File: src/rtl/mult_pkg.sv
// Shared constants and the converter state encoding for the multiplier display path.
package mult_pkg;
  localparam int PROD_W     = 16;
  localparam int BCD_DIGITS = 5;

  typedef enum logic [1:0] {IDLE, CONV, DONE} state_t;
endpackage

File: src/rtl/bcd_add3.sv
// Double-dabble digit corrector: bump a BCD digit by 3 when it would overflow after the shift.
module bcd_add3 (
  input  logic [3:0] digit,
  output logic [3:0] fixed
);
  assign fixed = (digit >= 4'd5) ? digit + 4'd3 : digit;
endmodule

File: src/rtl/product_bcd.sv
// Signed product to sign + packed BCD, one magnitude bit per clock (shift-add-3).
module product_bcd
  import mult_pkg::*;
#(
  parameter int WIDTH  = PROD_W,
  parameter int DIGITS = BCD_DIGITS
) (
  input  logic                  Clk,
  input  logic                  Reset_L,
  input  logic                  Start,
  input  logic [WIDTH-1:0]      Product,
  output logic                  Busy,
  output logic                  Done,
  output logic                  Neg,
  output logic [4*DIGITS-1:0]   BCD
);
  localparam int CW = $clog2(WIDTH);
  localparam int BW = 4*DIGITS;

  state_t           state, state_nxt;
  logic [CW-1:0]    cnt;
  logic [WIDTH-1:0] mag;
  logic [BW-1:0]    scratch, fixed, scratch_nxt;
  logic             neg_lat;
  logic             last;
  logic             unused_msb;

  assign last = (cnt == CW'(WIDTH-1));

  for (genvar g = 0; g < DIGITS; g++) begin : g_add3
    bcd_add3 u_add3 (.digit(scratch[4*g +: 4]), .fixed(fixed[4*g +: 4]));
  end

  // The top digit's MSB is shifted out; range guarantees it is always zero.
  assign scratch_nxt = {fixed[BW-2:0], mag[WIDTH-1]};
  assign unused_msb  = fixed[BW-1];

  always_comb begin
    state_nxt = state;
    case (state)
      IDLE:    if (Start) state_nxt = CONV;
      CONV:    if (last)  state_nxt = DONE;
      DONE:    state_nxt = IDLE;
      default: state_nxt = IDLE;
    endcase
  end

  always_ff @(posedge Clk or negedge Reset_L) begin
    if (!Reset_L) state <= IDLE;
    else          state <= state_nxt;
  end

  always_ff @(posedge Clk or negedge Reset_L) begin
    if (!Reset_L) begin
      cnt     <= '0;
      mag     <= '0;
      scratch <= '0;
      neg_lat <= 1'b0;
      Neg     <= 1'b0;
      BCD     <= '0;
      Busy    <= 1'b0;
      Done    <= 1'b0;
    end else begin
      Busy <= (state_nxt == CONV);
      Done <= (state_nxt == DONE);
      case (state)
        IDLE: if (Start) begin
          neg_lat <= Product[WIDTH-1];
          mag     <= Product[WIDTH-1] ? (~Product + WIDTH'(1)) : Product;
          scratch <= '0;
          cnt     <= '0;
        end
        CONV: begin
          scratch <= scratch_nxt;
          mag     <= mag << 1;
          cnt     <= cnt + CW'(1);
          if (last) begin
            BCD <= scratch_nxt;
            Neg <= neg_lat;
          end
        end
        default: ;
      endcase
    end
  end
endmodule

File: config.mk
export PLATFORM = sky130hd
export DESIGN_NAME = product_bcd
export DESIGN_NICKNAME = d
export VERILOG_FILES = /design/src/rtl/mult_pkg.sv /design/src/rtl/bcd_add3.sv /design/src/rtl/product_bcd.sv
export SDC_FILE = /design/constraint.sdc
export NUM_CORES = 1
export LEC_CHECK = 0
export CORE_UTILIZATION = 48
export CTS_BUF_LIST = sky130_fd_sc_hd__clkbuf_16
export CTS_CLUSTER_DIAMETER = 60
export DETAILED_ROUTE_END_ITERATION = 10
export GPL_TIMING_DRIVEN = 0
export PLACE_DENSITY = 0.73
export SYNTH_ARGS = -nofsm -noshare
export SYNTH_HDL_FRONTEND = slang
export SYNTH_SLANG_ARGS = --single-unit
File: constraint.sdc
create_clock -name Clk -period 1.57 [get_ports Clk]
set_input_delay 0.314 -clock Clk [delete_from_list [all_inputs] [get_ports Clk]]
set_output_delay 0.314 -clock Clk [all_outputs]
set_load 0.005 [all_outputs]
==> summary.txt <==
Run status = finished clean
Initial antenna violation count = 0
Setup crit end kind = flop
Site Rows = 29
Fin cells = 474
DR iter-0 viols = 107
Main synth FF type = dfrtp_1
Clock Latency Late Sink = 0.33 ns
Hold Buf Count CTS = 0
P_leak = 2.02 nW
Slew margin rel. = 46.6%
Ant. Diodes = 0
Post-synth EDFFs = 0
Synth Register Bits = 66
MaxCap Viol Count = 0
Total track usage = 22.2%
Placed Cells = 446
Fin util = 67.9%
Vias in the first global route = 2633
Main area contributors after synthesis = dfrtp_1, o21ai_0, ha_1
Final WL = 7720 µm
Largest net degree at the start of global routing = 67
Setup Viol. Count Final = 0
Post-synth top area cell = dfrtp_1
Total grt overflow = 0
Critical Path Source Type = flop
PwrDens = 2070 nW/µm²
Syn. warnings = 0
Layout fillers = 506
Final min period = 1.54 ns
DRT Pass-1 Iters = 6
Port Buffers = 40
CTS Buf Count = 9
Post-Syn Area = 3330 µm²
Worst hold-check path type = input port to asynchronous set/reset pin
TritonCTS clock tree = done
CP arrival = 1.75 ns
Clock slew at reported path FFs = 0.05 ns
Synth Area per Inst = 10.1 µm²
Crit path max fanout = 3
Area Growth Syn to Fin = 33.2%
Share of layout cells above drive strength 1 = 29.7%
Tcrit/Tclk final = 97.8%
Sink Count = 66
Total Power = 9.17 mW
IO Pins = 42
Global-route wire length before repair = 12500 µm
Syn_nets = 360
Vias/cell = 5.78
Die Ht = 85.3 µm
Die width = 85.3 µm
Post-Layout Inst Area = 4440 µm²
Full die area = 7280 µm²
Final Hold Fails = 0
Sequential share of the synthesized area = 49.6%
Placed Area = 3820 µm²
Initial Util = 51.0%
CP Class = flop to flop
Min Hold Slack = 0.0770 ns
DR WL/cell = 16.3 µm
Final nets = 423
Post-Syn Instances = 329
Async SR Flop Fraction = 100%
Count of antenna-violating nets left after detailed routing = 0
Hpwl dp = 4880 µm
Achievable Freq = 651 MHz
H-tree levels = 3
Slew @ Worst Pin = 0.801 ns
Clk_skew = 0.00427 ns
VDD IR-drop max = 0.724 mV
Fin. max-slew vios = 0
Placer Congestion = 0.784
Core Area = 6530 µm²
Bufs on Longest Clock Path = 2
DRC = 0
RSZ-0062 raised after global routing = true
DR vias = 2741
Top-area cell type share of the netlist area = 49.6%
Root buffer cell = clkbuf_16
Synth unique cells = 40
CP required = 1.78 ns
==> worst max-delay path, stage by stage, from the launching register on <==
cell      delay [ns]
dfrtp_1         0.38
inv_2           0.08
ha_1            0.18
nand2b_4        0.15
a21oi_4         0.16
buf_4           0.13
xnor2_1         0.07
mux2_2          0.27
==> synthesized netlist by cell type (6+ instances only) <==
cell type and n:
xor2_1 11, nand2b_1 6, nor2_1 11, a22o_1 6
nand2_1 34, nor3_1 8, xnor2_1 7, dfrtp_1 66
o21ai_1 7, a21oi_1 12, o21ai_0 38, ha_1 12
clkbuf_1 15, a22oi_1 10, mux2_2 10, o41ai_2 6
inv_1 17, o22ai_1 9
==> registers in the layout (all words and copies together), names as in the netlist <==
name,count
BCD,20
Busy,1
Done,1
Neg,1
cnt,4
mag,16
neg_lat,1
scratch,20
state,2
==> where the power goes <==
| part | switching (mW) | internal [mW] | leakage (nW) |
|---|---|---|---|
| registers | 0.627 | 2.51 | 0.825 |
| clock network | 0.670 | 1.03 | 0.140 |
| logic | 2.05 | 2.28 | 1.05 |
| total | 3.35 | 5.82 | 2.02 |
==> stage by stage <==
step / setup slack, ns / setup TNS (ns)
global route: -0.0355 / -0.184
global placement: -1.96 / -147.58
finish: 0.0348 / 0
detailed placement: -0.674 / -19.76
floorplan: -0.0522 / -0.188
CTS: -0.00463 / -0.00463
==> path summary, 6_finish.rpt <==
kind                                      endpoint  depth (start not counted)                    from  slack (ns)
max                             BCD[5]$_DFFE_PN0P_                          7  scratch[5]$_DFFE_PN0P_        0.03
min                        scratch[14]$_DFFE_PN0P_                          1                 Reset_L        0.08
max reg2reg                     BCD[5]$_DFFE_PN0P_                          7  scratch[5]$_DFFE_PN0P_        0.03
min reg2reg                        Neg$_DFFE_PN0P_                          2         Neg$_DFFE_PN0P_        0.47
max in group asynchronous       state[0]$_DFF_PN0_                          1                 Reset_L        0.92
min in group Clk               mag[12]$_DFFE_PN0P_                          3             Product[12]        0.27
==> layout make-up <==
class	instances	area [µm²]	share of cell area [%]
repair buffers	54	493	11.1
well taps	77	96.3	2.17
plain buffers	14	77.6	1.75
flip-flops and latches	66	1650	37.3
clock buffers	9	225	5.08
inverters	18	72.6	1.64
clock inverters	7	30.0	0.677
multi-input cells	229	1790	40.3
==> cells by family after synthesis <==
kind of cell	count (synthesis)	synth area share, %
compound gates	102	20.1
buf+inv	35	4.21
simple gates	84	12.9
fa+ha+maj	12	4.51
flops	66	49.6
xor+xnor	18	4.73
mux	12	3.98
==> layer usage <==
metal | part of all wire [%] | global-route usage [%] | wire length [µm]
met5 | 0 | 0 | 0
met4 | 2.0 | 10.3 | 153
met3 | 3.0 | 3.21 | 232
met2 | 52 | 39.2 | 3990
met1 | 43 | 26.9 | 3350
==> cells in the final DEF (no fill, tap or decap), types with 10 or more instances in the layout <==
cell type,count
clkdlybuf4s50_1,24
a22oi_1,10
buf_4,16
nand2_1,33
o21ai_1,11
o21ai_0,33
xor2_1,11
dfrtp_1,65
inv_2,10
clkbuf_2,16
nor2_1,11
==> what timing repair did <==
item | CTS | global route
pin swaps | 13 | 12
setup buffers | 6 | 9
endpoints found under the setup margin | 63 | 55
gates cloned | 1 | 0
gates resized for setup | 54 | 83
Power figures use the tool's default switching activity.
